[src/rtl/io_hub_pkg.sv]
// io_hub_pkg: constants and FSM state type shared by the debug I/O hub encode/decode blocks
package io_hub_pkg;
  localparam int UART_DATA_BITS = 8;
  localparam int WORD_BYTES = 4;
  localparam int DEFAULT_CLK_DIV = 16;
  typedef enum logic [1:0] {IDLE, START, DATA, STOP} state_t;
endpackage

[src/rtl/uart_tx_byte.sv]
// uart_tx_byte: serializes one 8N1 byte (STOP_BITS stop bits); start may coincide with done
module uart_tx_byte import io_hub_pkg::*; #(
  parameter int CLK_DIV = DEFAULT_CLK_DIV,
  parameter int STOP_BITS = 1
) (
  input  logic       clk,
  input  logic       rst,
  input  logic       start,
  input  logic [7:0] data,
  output logic       done,
  output logic       tx,
  output state_t     state
);
  localparam logic [15:0] LAST = 16'(CLK_DIV - 1);
  logic [15:0] baud;
  logic [2:0] bit_cnt;
  logic stop_cnt;
  logic [7:0] sr;
  logic tick;
  assign tick = baud == LAST;
  assign done = state == STOP && tick && stop_cnt == 1'(STOP_BITS - 1);
  // start outranks everything so the next frame begins on the cycle the previous one ends
  always_ff @(posedge clk or negedge rst)
    if (!rst) begin
      state <= IDLE;
      baud <= '0;
      bit_cnt <= '0;
      stop_cnt <= '0;
      sr <= '0;
      tx <= 1'b1;
    end else if (start) begin
      state <= START;
      baud <= '0;
      bit_cnt <= '0;
      stop_cnt <= '0;
      sr <= data;
      tx <= 1'b0;
    end else if (state != IDLE) begin
      baud <= tick ? '0 : baud + 1'b1;
      if (tick)
        case (state)
          START: begin
            state <= DATA;
            tx <= sr[0];
            sr <= sr >> 1;
          end
          DATA:
            if (bit_cnt == 3'(UART_DATA_BITS - 1)) begin
              state <= STOP;
              tx <= 1'b1;
            end else begin
              bit_cnt <= bit_cnt + 1'b1;
              tx <= sr[0];
              sr <= sr >> 1;
            end
          default:
            if (done) begin
              state <= IDLE;
              bit_cnt <= '0;
              stop_cnt <= '0;
            end else stop_cnt <= stop_cnt + 1'b1;
        endcase
    end
endmodule

[src/rtl/encode.sv]
// encode: accepts a 32-bit word and transmits it LSB byte first as four back-to-back UART frames
module encode import io_hub_pkg::*; #(
  parameter int CLK_DIV = DEFAULT_CLK_DIV,
  parameter int STOP_BITS = 1
) (
  input  logic        clk,
  input  logic        rst,
  input  logic [31:0] din,
  input  logic        din_valid,
  output logic        din_ready,
  output logic        tx,
  output logic        busy
);
  logic [31:0] word;
  logic [1:0] byte_cnt;
  logic accept, done, start;
  logic [7:0] data;
  state_t state;
  assign din_ready = state == IDLE;
  assign busy = !din_ready;
  assign accept = din_valid && din_ready;
  assign start = accept || (done && byte_cnt != 2'(WORD_BYTES - 1));
  // word[15:8] is always the byte after the one currently on the line
  assign data = accept ? din[7:0] : word[15:8];
  always_ff @(posedge clk or negedge rst)
    if (!rst) begin
      word <= '0;
      byte_cnt <= '0;
    end else if (accept) begin
      word <= din;
      byte_cnt <= '0;
    end else if (done) begin
      word <= word >> UART_DATA_BITS;
      byte_cnt <= byte_cnt + 1'b1;
    end
  uart_tx_byte #(.CLK_DIV(CLK_DIV), .STOP_BITS(STOP_BITS)) u_byte (
    .clk(clk),
    .rst(rst),
    .start(start),
    .data(data),
    .done(done),
    .tx(tx),
    .state(state)
  );
endmodule
[config.mk]
export PLATFORM = sky130hd
export DESIGN_NAME = encode
export DESIGN_NICKNAME = d
export VERILOG_FILES = /design/src/rtl/io_hub_pkg.sv /design/src/rtl/uart_tx_byte.sv /design/src/rtl/encode.sv
export SDC_FILE = /design/constraint.sdc
export NUM_CORES = 1
export LEC_CHECK = 0
export BUFFER_PORTS_ARGS = -buffer_cell sky130_fd_sc_hd__buf_2
export CAP_MARGIN = 20
export CORE_ASPECT_RATIO = 0.8
export CORE_MARGIN = 1
export CORE_UTILIZATION = 30
export DETAILED_ROUTE_END_ITERATION = 8
export PLACE_DENSITY = 0.57
export SYNTH_ARGS = -nofsm -noshare
export SYNTH_HDL_FRONTEND = slang
export SYNTH_SLANG_ARGS = --single-unit
[constraint.sdc]
create_clock -name clk -period 2.5 [get_ports clk]
set_input_delay 0.25 -clock clk [delete_from_list [all_inputs] [get_ports clk]]
set_output_delay 0.25 -clock clk [all_outputs]
set_load 0.005 [all_outputs]
==> out/results.tsv <==
metric	value	unit
initial cell density of the core	31.3	%
Worst Tran Pin Value	0.725	ns
Post-CTS Setup Inserts	0	
Power, Total	3.63	mW
top sig layer	met4	
synthesized area	0.00306	sq mm
Die Y	92.3	um
Layout Nets	407	
Syn. warnings	0	
Pwr Density	985	mW/mm^2
GR Overflow Total	0	
Multi-input gate area	0.00152	sq mm
metal2 WL	3200	um
CP Data Required Time	2.73	ns
Starting DRT DRC Count	112	
met3 WL	202	um
Clock Skew	0.00563	ns
largest net degree at the start of global routing	58	
Arr. time, crit path	2.41	ns
Max IR drop VDD	0.000319	V
I/O pins	38	
post-synthesis cell count	324	
worst skew pair latency	0.32	ns
Die Wd	115	um
setup TNS	0	ns
DIE AREA	0.0106	sq mm
outcome	finished clean	
clk sink count	57	
cts repair resizes	0	
Vias	2555	
wl on met1	3600	um
RSZ-0062 raised after global routing	false	
CP startpoint kind	register	
worst hold path class	in2async	
count leader, synth	dfrtp_1	
Commonest cells post-synth	dfrtp_1 (56), nand2_1 (54), o21ai_0 (32)	
Pleak	1.69	nW
Via density	5.06	
max cap viols	0	
clock tree from TritonCTS	yes	
Seq cells post-synth	57	
CP Max Fanout	12	
Synth cell types	50	
first-pass GRT wire length	12000	um
CTS root buffer	clkbuf_16	
Pre-antenna DRT Iters	4	
post-synthesis async set-or-reset flop share	100	%
Global Route Usage Sum	14.7	%
sequential-to-total area share from yosys stat	46.7	%
largest area contributor in the netlist	dfrtp_1	
wire per inst	14.1	um
Max Freq	459	MHz
Avg Cell Area, Syn	9.43	sq um
Max clock buf depth	2	
Slew HR	51.7	%
CP endpoint kind	register	
Crit Path Class	reg2reg	
Fin. Hold Viols	0	
GP Congestion	0.844	
area grow syn2layout	20.7	%
number of fillers in the final layout	979	
crit share post-route	87.1	%
depth of the CTS H-tree	3	
largest cells by area after synthesis	dfrtp_1 (46%), mux2i_1 (7.5%), nand2_1 (6.6%)	
post-route ant nets	0	
vias in the first global route	2416	
share of Yosys cell area claimed by the top area cell type	45.8	%
Reg area	0.00143	sq mm
DRC violation count after routing	0	
FP Rows	32	
total wire length	7120	um
R2R Setup Slk	0.32	ns
Core ar.	0.00977	sq mm
ratio of cells with drive above 1 in the final layout	19.5	%
initial antenna violation count	0	
Slew Limit Fails	0	
Reg clk slew, reported paths	0.05	ns
hpwl dp	5010	um
ys flop type	dfrtp_1	
hold buffers post-CTS	0	
final setup fails	0	
post-synth net total	367	
EDFF count, synth	0	
number of diodes	0	
PortBufs	37	
post-layout min period	2.18	ns
CTS buffer count	9	
[state kept, by name, indices dropped and copies added, names as in the netlist]
signal / cells
u_byte.state: 2
u_byte.tx: 1
u_byte.bit_cnt: 3
u_byte.sr: 8
u_byte.baud: 16
byte_cnt: 2
u_byte.stop_cnt: 1
word: 24
[worst max-delay path: stages, from the launching register on]
cell and delay [ns]:
dfrtp_1 0.39, ha_1 0.28, or3b_1 0.45, nor2_1 0.16, a21oi_2 0.14, or4b_1 0.50
a21oi_1 0.17
[final timing paths]
| path | from | to | cells past startpoint |
|---|---|---|---|
| worst min-delay path | rst | u_byte.baud[7] | 2 |
| worst max-delay path | byte_cnt[0] | u_byte.baud[14] | 6 |
| max in group asynchronous | rst | u_byte.baud[9] | 2 |
| worst min register to register | word[29] | word[29] | 2 |
| min in group clk | din[31] | word[31] | 3 |
| worst max register to register | byte_cnt[0] | u_byte.baud[14] | 6 |
[cell usage in the layout (no fill, tap or decap), types with 5 or more instances in the layout]
cell type  instances
inv_1              6
clkbuf_16          9
mux2i_1           23
dfrtp_1           56
nand2_1           54
nand3_1           23
nor2_1            10
o211ai_1           8
buf_2             37
buf_4              8
ha_1               8
o21ai_0           32
or3_1              9
a21oi_1           19
nor3_1             5
[where the power goes]
group	switching [mW]	internal [mW]
combinational	0.521	0.415
sequential	0.240	1.25
clock	0.418	0.794
total	1.18	2.45
[through the flow]
step | area, sq um | util (%) | setup slack (ns) | std cells | hold slack [ns]
floorplan | 3060 | - | 0.546 | 324 | -0.0456
global placement | 3390 | 34.7 | 0.374 | 489 | 0.443
detailed placement | 3390 | 34.7 | 0.344 | 489 | 0.443
CTS | 3690 | 37.8 | 0.330 | 505 | 0.104
global route | 3690 | 37.8 | 0.138 | 505 | 0.107
finish | 3690 | 37.8 | 0.322 | 505 | 0.0651
[layout make-up]
class	count	share of cell area [%]
multi-input cells	244	41.2
flip-flops and latches	57	38.7
repair buffers	45	6.65
clock buffers	11	6.58
well taps	136	4.61
clock inverters	5	1.49
inverters	7	0.712
[logic make-up (layout without fill, tap and decap cells)]
family                   count (synthesis)  after routing  synth area share [%]
flip-flops                              57             57                  46.7
adder cells (fa/ha/maj)                  8              8                  3.27
multiplexers                            24             24                  7.90
AO/OA/AOI/OAI                           74             74                  14.7
AND/OR/NAND/NOR                        137            137                  23.4
buffers and inverters                   23             68                  3.77
XOR/XNOR                                 1              1                 0.287
[per-layer routing]
metal / GRT usage (%) / vias to the layer above
met5: 0 / -
met4: 6.93 / 0
met3: 2.84 / 9
met2: 21.0 / 47
met1: 21.0 / 1242
li1: - / 1257
Note: power is estimated with default switching activity, not from simulation.
